## config.mk

```make
export PLATFORM = sky130hd
export DESIGN_NAME = dcache_write_buffer
export DESIGN_NICKNAME = d
export VERILOG_FILES = /design/src/rtl/dcache_write_buffer.sv
export SDC_FILE = /design/constraint.sdc
export NUM_CORES = 1
export LEC_CHECK = 0
export BUFFER_PORTS_ARGS = -buffer_cell sky130_fd_sc_hd__buf_2
export CAP_MARGIN = 10
export CELL_PAD_IN_SITES_DETAIL_PLACEMENT = 0
export CELL_PAD_IN_SITES_GLOBAL_PLACEMENT = 1
export CORE_AREA = 2 2 213 215
export DETAILED_ROUTE_END_ITERATION = 10
export DIE_AREA = 0 0 215 217
export PLACE_DENSITY_LB_ADDON = 0.2
export SETUP_SLACK_MARGIN = 0.02
export SYNTH_ARGS = -nofsm -noshare
export SYNTH_HDL_FRONTEND = slang
export SYNTH_SLANG_ARGS = --single-unit
```

## constraint.sdc

```tcl
create_clock -name clk -period 11.3 [get_ports clk]
set_input_delay 0.565 -clock clk [delete_from_list [all_inputs] [get_ports clk]]
set_output_delay 0.565 -clock clk [all_outputs]
set_load 0.01 [all_outputs]
```

## src/rtl/dcache_write_buffer.sv

```systemverilog
// Single-entry write buffer between dcache and arbiter; optional read forwarding under WBUF_FORWARD_EN.
// Latency: buffered write acked 1 cycle after capture; reads cost one arbiter round trip (or 2 cycles when forwarded).
// Backpressure: dcache holds mem_read/mem_write until mem_resp; arb_* outputs are held until arb_resp.
module dcache_write_buffer (
  input  logic         clk,
  input  logic         reset,
  input  logic         mem_read,
  input  logic         mem_write,
  input  logic [15:0]  mem_address,
  input  logic [127:0] mem_wdata,
  output logic [127:0] mem_rdata,
  output logic         mem_resp,
  output logic         arb_read,
  output logic         arb_write,
  output logic [15:0]  arb_address,
  output logic [127:0] arb_wdata,
  input  logic         arb_resp,
  input  logic [127:0] arb_rdata
);

  localparam logic [1:0] IDLE  = 2'd0;
  localparam logic [1:0] READ  = 2'd1;
  localparam logic [1:0] DRAIN = 2'd2;
  localparam logic [1:0] RESP  = 2'd3;

  logic [1:0]   state;
  logic         valid;
  logic [15:0]  addr;
  logic [15:0]  raddr;
  logic [127:0] data;
  logic         blk_match;

  assign blk_match = valid && (addr[15:4] == mem_address[15:4]);

  always_ff @(posedge clk or posedge reset) begin
    if (reset) begin
      state     <= IDLE;
      valid     <= 1'b0;
      addr      <= '0;
      raddr     <= '0;
      data      <= '0;
      mem_rdata <= '0;
    end else begin
      case (state)
        IDLE: begin
          if (mem_read) begin
`ifdef WBUF_FORWARD_EN
            if (blk_match) begin
              mem_rdata <= data;
              state     <= RESP;
            end else begin
              raddr <= mem_address;
              state <= READ;
            end
`else
            // Same-block read must see the buffered data in memory first.
            if (blk_match) begin
              state <= DRAIN;
            end else begin
              raddr <= mem_address;
              state <= READ;
            end
`endif
          end else if (mem_write && !valid) begin
            addr  <= mem_address;
            data  <= mem_wdata;
            valid <= 1'b1;
            state <= RESP;
          end else if (valid) begin
            state <= DRAIN;
          end
        end
        READ: begin
          if (arb_resp) begin
            mem_rdata <= arb_rdata;
            state     <= RESP;
          end
        end
        DRAIN: begin
          if (arb_resp) begin
            valid <= 1'b0;
            state <= IDLE;
          end
        end
        RESP:    state <= IDLE;
        default: state <= IDLE;
      endcase
    end
  end

  // Outputs are pure decodes of state and registers, so they hold steady while waiting.
  always_comb begin
    mem_resp    = 1'b0;
    arb_read    = 1'b0;
    arb_write   = 1'b0;
    arb_address = '0;
    arb_wdata   = '0;
    case (state)
      READ: begin
        arb_read    = 1'b1;
        arb_address = raddr;
      end
      DRAIN: begin
        arb_write   = 1'b1;
        arb_address = addr;
        arb_wdata   = data;
      end
      RESP:    mem_resp = 1'b1;
      default: ;
    endcase
  end

endmodule

```

---- Yosys cells after proc, flatten, opt, wreduce, memory -nomap -nowiden ----
Cells that the tools add are included.
storage, ports and cells
  logic and storage cells ................. 43
  flip-flop bits (word level) ............. 291
cells by class
  muxes and demuxes ....................... 16
  bitwise logic cells ..................... 2
  equality and inequality tests ........... 9
  reduce and logical (&&, ||, !) cells .... 10
operators by type and width
  operator                                                         count
  128-bit two-way mux                                              1
  16-bit case mux with 2 select lines                              1
  12-bit == test                                                   1
  2-bit two-way mux                                                6
  3-bit AND reduction                                              3
  2-bit inequality test, second input constant                     4
  2-bit case mux with 4 select lines                               1
  1-bit two-way mux                                                6
  2-bit == test, second input constant                             2
  4-bit inequality test, second input constant                     1
  4-bit AND reduction                                              1
  2-bit by 1-bit == test with 1-bit output, second input constant  1
  1-bit logical AND                                                2
  2-bit zero test                                                  1
  1-bit NOT                                                        2
  1-bit case mux with 2 select lines                               1
  2-bit AND reduction                                              1
  2-bit nonzero test                                               1
  1-bit zero test                                                  1

---- Longest topological paths before layout ----
Gate-level depths: netlist of run 1.
  depth after elaboration ................. 5
  gate-level depth with buffers ........... 8
  mapped depth without buffers ............ 6

---- Worst setup path after synthesis of run 1 ----
No wires, ideal clock.
  path type ............................... register to output
  from .................................... register state[1]
  to ...................................... output arb_address[15]
  data arrival time ....................... 1.602 ns
  setup slack ............................. 9.133 ns
  cell stages (with the launch flop) ...... 7
  data required time ...................... 10.735 ns
  cell sequence ........................... dfrtp_1 > inv_1 > ha_1 > clkbuf_1 > buf_1 > a22oi_1 > nor2b_1
between the ends
  longest elaborated chain between the ends .. 2
  elaborated cells between the ends (all ways) .. 3
ends and longest elaborated chain
  what                                                                       RTL line  source
  start: declaration                                                         26        logic [1:0] state;
  start signal: assignment                                                   37        state <= IDLE;
  start signal: assignment                                                   58        state <= DRAIN;
  start signal: assignment                                                   61        state <= READ;
  2-bit == test or 2-bit by 1-bit == test with 1-bit output (tied branches)  98        case (state)
  16-bit case mux with 2 select lines *                                      98
  end: declaration                                                           15        output logic [15:0] arb_address,
Every way passes the cells marked *; elsewhere a longest branch is shown, timed or not.

---- Worst setup path in the final report of run 1 ----
  from .................................... register state[0]
  to ...................................... register data[42]
between the ends
  longest elaborated chain between the ends .. 2
ends and longest elaborated chain
  what                                  RTL line  source
  2-bit zero test                       44        case (state)
  3-bit AND reduction (no source line)  --
  end signal: assignment                66        data <= mem_wdata;
  end: declaration                      30        logic [127:0] data;
No other way between the ends.
A chain may end at the register's enable or synchronous reset.

==> metrics list, run 1 <==
* Hold-fix buffers, CTS: 0
* Peak ir drop on the vdd network: between 0.15 and 0.2 mV
- RSZ-0062 raised after global routing: no
* Leakage component of the power: approximately 8.2 nW
* Post-synthesis share of cell area spent on full adders, half adders and majority gates: 0.414%
- Registers take between 0.007 and 0.008 mm^2.
- Using the TritonRoute via totals, the vias-per-cell ratio works out to between 4 and 5.
- Once layout is complete, the utilization of the core stands at about 37%.
- Top cells by count, synth: dfrtp_1, mux2_2, and2_1
* Count of buffers inserted at the top-level ports: roughly 550
* Dominant combinational cell family by area after synthesis: multiplexers
* Xor and xnor fraction of the mapped netlist area: less than 1%
- Mux share of post-synthesis cell area: a little over a quarter
- Sequential-to-total area share from yosys stat: roughly three fifths
- Worst slack on hold paths: approximately 0.12 ns
* Max-Cap Viols: 0
* Filler cells: roughly 4.6k
- The most used flip-flop cell after synthesis is dfrtp_1.
- In this run the power density over the cells is around 290 mW/mm^2.
- Average detailed-routed wire length per instance: 18.4 um
- Time the worst path needs with I/O delays and setup: a little over 4 ns
* Antenna violations before repair: 6
* Global placement routability congestion: ~0.74
- Run status: finished clean
- STA classifies the critical path endpoint as a flip-flop.
- Async set or reset register ratio after synthesis: 100%
- Crit share post-route: a little over a third
* Syn Std Cell Area: 0.0121 mm^2
* Count of flip-flops with a built-in enable after synthesis: 0
* Wire length reported by the detailed router: 37.0 mm
- DR pass1 iterations: 4
* Setup-failing EPs final: 0
- Die area: around 0.047 mm^2
- STA classifies the critical path startpoint as a flip-flop.
* Total routing usage reported by global routing: approximately 16%
- Number of storage elements in the synthesis netlist: 291
* Avg Inst Size Synth: around 15 um^2
* Synthesized-area fraction occupied by ao, oa, aoi and oai cells: 1.56%
* Multi-input logic area: roughly 0.0046 mm^2
- Most numerous cell on the critical path: buf_4
- The critical path is of the flip-flop to flip-flop type.
- Final #Nets: 1659
- After the first detailed-routing iteration, the DRC count stood at 350.
* Maximum number of pins on one net before global-route repair: about 120
- Number of global-route vias before repair: 9066
- Root buf cell: clkbuf_16
- The share of synthesized area in the top cell type comes to approximately 60%.
* Post-route antenna net violation count: 0
- The final hold violation count came to 0.
- The number of nets in the synthesized netlist is about 1.1k.
- The tree built by TritonCTS fans out to ~290 sinks.
- Slew at the pin closest to its max-slew limit: 1.03 ns
* Clk buf depth: 3
- Core box area: between 0.04 and 0.05 mm^2
* Max frequency: between 0.2 and 0.25 GHz
* Yosys synthesis warning count: 0
- In this design, the stage delay of the slowest critical-path cell is about 0.75 ns.
* Most area-hungry cell type in the Yosys netlist: dfrtp_1
- At the later pin of the worst-skew pair, clock insertion delay measures between 0.5 and 0.6 ns.
* Setup clock skew after layout: 0.0162 ns
- The area growth from synthesis to layout is 37.7%.
- After clock tree synthesis, the clock-pin slew on the worst setup and hold paths is 0.05 ns.
- Power consumption: between 0.004 and 0.005 W
- Summed over all failing endpoints, the final setup total negative slack is 0 ns.
- Synthesis produced a netlist whose cell count is roughly 830.
- Critical-path maximum fanout: roughly 60
- Number of CTS-inserted buffers: 38
- Detailed placement ended at an HPWL of between 20 and 30 mm.
* Class of the most critical hold timing path: input port to asynchronous set/reset pin
- Once the clock tree was built, the resizer swapped 0 gates to a different size.
- Ranked by total cell area, the synthesized netlist is headed by dfrtp_1, mux2_2, and2_1.
- CTS tree: done
- The first global-routing pass estimated approximately 56 mm of wire.
- At the worst endpoint, the arrival time is ~4.6 ns.
* Layout cells sized above 1: 64.5%
* Synth unique cells: 24
* Cells along the critical path: inv_1 -> ha_1 -> or3b_2 -> nor2_4 -> buf_4 -> buf_4 -> mux2_2
- Row count: 78
- For this configuration, the core starts out at a cell density of a little over a quarter.
- Required time of the critical path: roughly 12 ns
* Master of the slowest instance on the critical path: nor2_4
- Simple-gate portion of the synthesized area: under 10%
- Buffers added to address setup during post-CTS repair amount to 0.
* Remaining global-route overflow: 0
- Final max-slew violation count: 0
- Top-count cell post-synth: dfrtp_1
- Total number of vias: about 8.6k
- In this run the tightest slew margin relative to its limit is 31.4%.
- The H-tree was split into 2 levels.
- Number of remaining DRC errors: 0
* Die Span Y: ~220 um
- Pin placement for this block handled between 500 and 600 I/O pins.
- Width of the die: 215 um
routing by layer:
metal	share of wire [%]	wire, um	vias to the layer above	GRT usage [%]
met5	0.16	60	-	0
met3	9.8	3620	48	6.92
met1	39	14500	4231	18.2
met2	49	18300	325	26.4
met4	1.6	597	8	4.00
li1	-	-	3950	-
final timing paths:
kind	slack (ns)	cells past startpoint	start	to
worst min-delay path	0.12	2	reset	data[59]$_DFFE_PP0P_
worst max register to register	7.16	7	state[0]$_DFFE_PP0P_	data[42]$_DFFE_PP0P_
min in group clk	0.26	2	mem_wdata[65]	data[65]$_DFFE_PP0P_
max in group asynchronous	8.95	4	reset	addr[9]$_DFFE_PP0P_
worst min register to register	0.49	1	data[90]$_DFFE_PP0P_	data[90]$_DFFE_PP0P_
worst max-delay path	7.16	7	state[0]$_DFFE_PP0P_	data[42]$_DFFE_PP0P_
registers in the layout, summed over array words and instances, names as in the netlist:
name / count
addr: 16
raddr: 16
mem_rdata: 128
valid: 1
data: 128
state: 2
cell usage in the layout, fill, tap and decap left out, types with 2 or more instances in the layout:
cell type    n
xnor2_1     12
buf_4        8
clkinv_2     2
clkbuf_16   39
and2_1     129
clkbuf_8     9
buf_2      551
a22oi_1     17
inv_1        5
ha_1         3
clkbuf_1    14
nor2_1       3
mux2_2     288
dfrtp_1    291
diode_2      2
nand4_1      2
nor2b_1     16
kinds of logic after synthesis:
kind of cell,count (synthesis)
AOI/OAI and AO/OA,23
xor gates and xnor gates,12
adders and majority gates,4
DFF,291
and+or+nand+nor,155
buffers and inverters,56
muxes,288
area by class of cell:
| cell class | count | share of cell area [%] |
|---|---|---|
| repair buffers | 559 | 16.9 |
| diodes | 2 | 0.0300 |
| clock inverters | 5 | 0.338 |
| well taps | 600 | 4.50 |
| inverters | 6 | 0.180 |
| clock buffers | 62 | 6.91 |
| flip-flops and latches | 291 | 43.7 |
| multi-input cells | 482 | 27.4 |
per-stage QoR:
| step | instance area [um^2] | worst slack, ns | cells |
|---|---|---|---|
| 6_report | 16700 | 7.16 | 2007 |
| 4_1_cts | 16700 | 7.09 | 2005 |
| 2_1_floorplan | 12100 | 2.70 | 829 |
| 5_1_grt | 16700 | 6.93 | 2007 |
| 3_3_place_gp | 15500 | 7.14 | 1938 |
| 3_5_place_dp | 15500 | 7.08 | 1938 |
worst max-delay path, delay by kind of cell (launching register included):
family	cells	cell delay, ns
adders and majority gates	1	0.23
buffers and inverters	3	1.60
DFF	1	0.40
muxes	1	0.42
and+or+nand+nor	2	1.26
power breakdown:
part | switching (W) | leakage, nW | internal, W | total, W
Sequential | 0.000251 | 3.47 | 0.00158 | 0.00183
Combinational | 0.000871 | 4.13 | 0.000936 | 0.00181
Clock | 0.000451 | 0.588 | 0.000716 | 0.00117
Power figures use the tool's default switching activity.
==> inputs of run 2 (changes only) <==
==> constraint.sdc (replaced) <==
create_clock -name clk -period 4.3 [get_ports clk]
set_input_delay 0.215 -clock clk [delete_from_list [all_inputs] [get_ports clk]]
set_output_delay 0.215 -clock clk [all_outputs]
set_load 0.01 [all_outputs]
==> run 2 against run 1 <==
  * First-iteration DRC count shrank 17%
  * Hold slack better by 0.058 ns
  * Largest power group is now combinational logic
  * Via count is 12% higher
  * Total power rose to 2.7 times the previous value
  * Utilization up 6.1 points
  * Critical path depth fell by 2
  * Register-to-register slack got worse by 5.5 ns
  * Non-clock buffer count grew 276
  * Clock skew is 0.0073 ns lower
  * Wire length grew 4.9%
  * Cell area rose by 16%
==> metrics list, run 2 (synthesis results as in run 1) <==
* Setup slack of the most critical reg-to-reg path: 1.70 ns (was 7.16 ns)
* CTS tree: done (unchanged)
* RSZ-0062 raised after global routing: no (unchanged)
* Width of the die: 215 um (unchanged)
* Number of remaining DRC errors: 0 (unchanged)
- The total of endpoints with negative setup slack in the final report came to 0 (unchanged).
* Number of levels in the clock H-tree: 2 (unchanged)
- The highest net fanout along the worst path is 82 (was 59).
- Number of global-route vias before repair: 10.3k (was 9066)
- Run status: finished clean (unchanged).
* Insertion delay to the later sink of the worst-skew pair: 0.52 ns (was 0.54 ns)
- The number of primary I/O pins is 552 (unchanged).
- Max-Cap Viols: 0 (unchanged)
- The worst path in the final design needs a cycle of ~2.8 ns, including I/O delays and setup.
- The worst reg2reg path endpoint is data[102]$_DFFE_PP0P_ (was data[42]$_DFFE_PP0P_).
* Count of buffers inserted at the top-level ports: 551 (unchanged)
* Row count: 78 (unchanged)
- The first-pass iteration count of the detailed router is 4 (unchanged).
- Total number of vias: 9577 (was 8562)
- Via count normalized by instance count: 4.22 (was 4.27)
* Final #Nets: 1932 (was 1659)
- Classification of the worst setup path: flip-flop to primary output (was flip-flop to flip-flop)
* Worst slack on hold paths: 0.176 ns (was 0.117 ns)
- Clk sink count: 291 (unchanged)
- The transition time at the pin with the least slew margin was 0.922 ns (was 1.03 ns).
- Place WS: 1.73 ns (was 7.08 ns)
- Sort of element at the end of the critical path: primary output (was flip-flop)
* Wire length of the first global-routing pass: 59.3 mm (was 56.0 mm)
* Number of design-rule violations left by the first detailed-router iteration: 291 (was 350)
- The final antenna diode count came to 0 (was 2).
- Half-perimeter wire length after detailed placement: 26.9 mm (about the same)
* Max frequency: 0.357 GHz
- Counting instances, the worst hold path has a depth of 3.
- Worst setup slack after layout: 1.50 ns (was 7.16 ns)
- Number of CTS-inserted buffers: 35 (was 38)
- The path with the worst hold slack has its endpoint at state[0]$_DFFE_PP0P_.
- Setup clock skew after layout: 0.00890 ns (was 0.0162 ns)
- Leakage component of the power: 9.33 nW (was 8.19 nW)
- The worst supply voltage drop on vdd came to 0.360 mV (was 0.171 mV).
* Global placement routability congestion: 0.760 (was 0.743)
- Highest-count cells in the layout ignoring fill and taps: buf_2, dfrtp_1, mux2_2 (unchanged)
* Antenna violations before repair: 0 (was 6)
- The critical path data arrival time is 2.59 ns (was 4.56 ns).
- Die Span Y: 217 um (unchanged)
* Layout cells sized above 1: 54.2% (was 64.5%)
- The aggregate routed wire length came to 38.8 mm (was 37.0 mm).
* Crit share post-route: between 60 and 70%
- The commonest non-fill, non-tap cell in the layout is buf_2 (unchanged).
- The final hold violation count is 0 (unchanged).
* Required time of the critical path: 4.09 ns (was 11.71 ns)
* Worst R2R Path Depth: 6 (was 7)
* CP Launch Type: flip-flop (unchanged)
- The path category of the worst min-delay check was input port to flip-flop (was input port to asynchronous set/reset pin).
- The clock transition at the registers of the reported paths came to 0.06 ns (was 0.05 ns).
- Die area: 0.0467 mm^2 (unchanged)
* P per Cell Area: 657 mW/mm^2 (was 288 mW/mm^2)
- The wire length per cell is 17.1 um (was 18.4 um).
- Post-route antenna net violation count: 0 (unchanged)
* Top flop regs: data: 128 flops, mem_rdata: 128 flops (unchanged)
- In this run the most critical hold path is launched from mem_write.
- The remaining global-route overflow was 0 (unchanged).
- The source of the worst register-to-register timing path is state[0]$_DFFE_PP0P_ (unchanged).
- The final number of max-transition violations came to 0 (unchanged).
* Post-CTS Setup Bufs: 0 (unchanged)
- The setup total negative slack came to 0 ns (unchanged).
- Maximum number of pins on one net before global-route repair: 154 (was 117)
- The overall fraction of global-route tracks in use came to 16.2% (was 15.7%).
- Signed area change from the synthesized netlist to the final layout: 60.4% (was 37.7%)
- Remaining max-slew budget at the tightest pin: 38.5% (was 31.4%)
* Core box area: 0.0447 mm^2 (unchanged)
- Root buf cell: clkbuf_16 (unchanged)
- The maximum clock path buffer count came to 3 (unchanged).
- The effective utilization at floorplan is 27.1% (unchanged).
-- run 2: cell count changes in the layout (fill, tap and decap cells not counted) --
cell and delta:
clkbuf_1 -8, clkbuf_16 -2, inv_8 -1, buf_12 +5
clkinv_2 -1, dlygate4sd3_1 +274, clkinvlp_4 +1, buf_4 -3
clkbuf_8 +2, diode_2 -2, inv_6 -1
-- run 2: what timing repair did --
| action | CTS | global route |
|---|---|---|
| hold endpoints to repair | 318 | 0 |
| hold buffers | 274 | 0 |
| resized for setup | 0 | 0 |
-- run 2: how the worst max path moves through the flow --
stage | start | to | slack, ns | cells past startpoint
4_1_cts | state[0]$_DFFE_PP0P_ | arb_wdata[102] | 1.39 | 5
2_1_floorplan | reset | addr[0]$_DFFE_PP0P_ | 0.22 | 1
3_5_place_dp | state[0]$_DFFE_PP0P_ | data[61]$_DFFE_PP0P_ | 1.73 | 6
5_1_grt | state[0]$_DFFE_PP0P_ | arb_wdata[102] | 1.29 | 5
3_3_place_gp | state[0]$_DFFE_PP0P_ | data[59]$_DFFE_PP0P_ | 1.77 | 6
6_report | state[0]$_DFFE_PP0P_ | arb_wdata[102] | 1.50 | 5
-- run 2: stage by stage --
step / instance area (um^2) / total power [W] / cells / util (%)
final: 19400 / 0.0128 / 2271 / 43.4
after global routing: 19400 / 0.0136 / 2271 / 43.4
after CTS: 19400 / 0.0130 / 2271 / 43.4
after detailed placement: 15500 / 0.00974 / 1940 / 34.7
after global placement: 15500 / 0.00964 / 1940 / 34.7
after floorplan: 12100 / 0.00772 / 829 / -
-- run 2: critical path: stages, from the launching register on --
cell and delay, ns:
dfrtp_1 0.40, inv_1 0.15, ha_4 0.72, buf_12 0.33, and2_1 0.16, buf_2 0.21
-- run 2: final cells by class --
type / instances / area [um^2]
fill: 4296 / 25300
sequential: 291 / 7280
timing repair buffer: 835 / 5640
multi-input combinational: 482 / 4570
clock buffer: 54 / 1100
tap: 600 / 751
clock inverter: 3 / 42.5
inverter: 6 / 26.3
-- run 2: report_power, final --
group          internal [W]  leakage (nW)  switching [W]  total (W)
Clock               0.00181         0.560        0.00115    0.00295
Sequential          0.00414          3.47       0.000654    0.00479
Combinational       0.00265          5.30        0.00236    0.00501
-- run 2: routing by layer --
metal	up-vias	GRT usage, %	share of wire, %
met3	59	4.99	7.5
met1	4700	18.7	40
met5	-	0	0
li1	4484	-	-
met2	334	28.4	50
met4	0	5.72	2.7
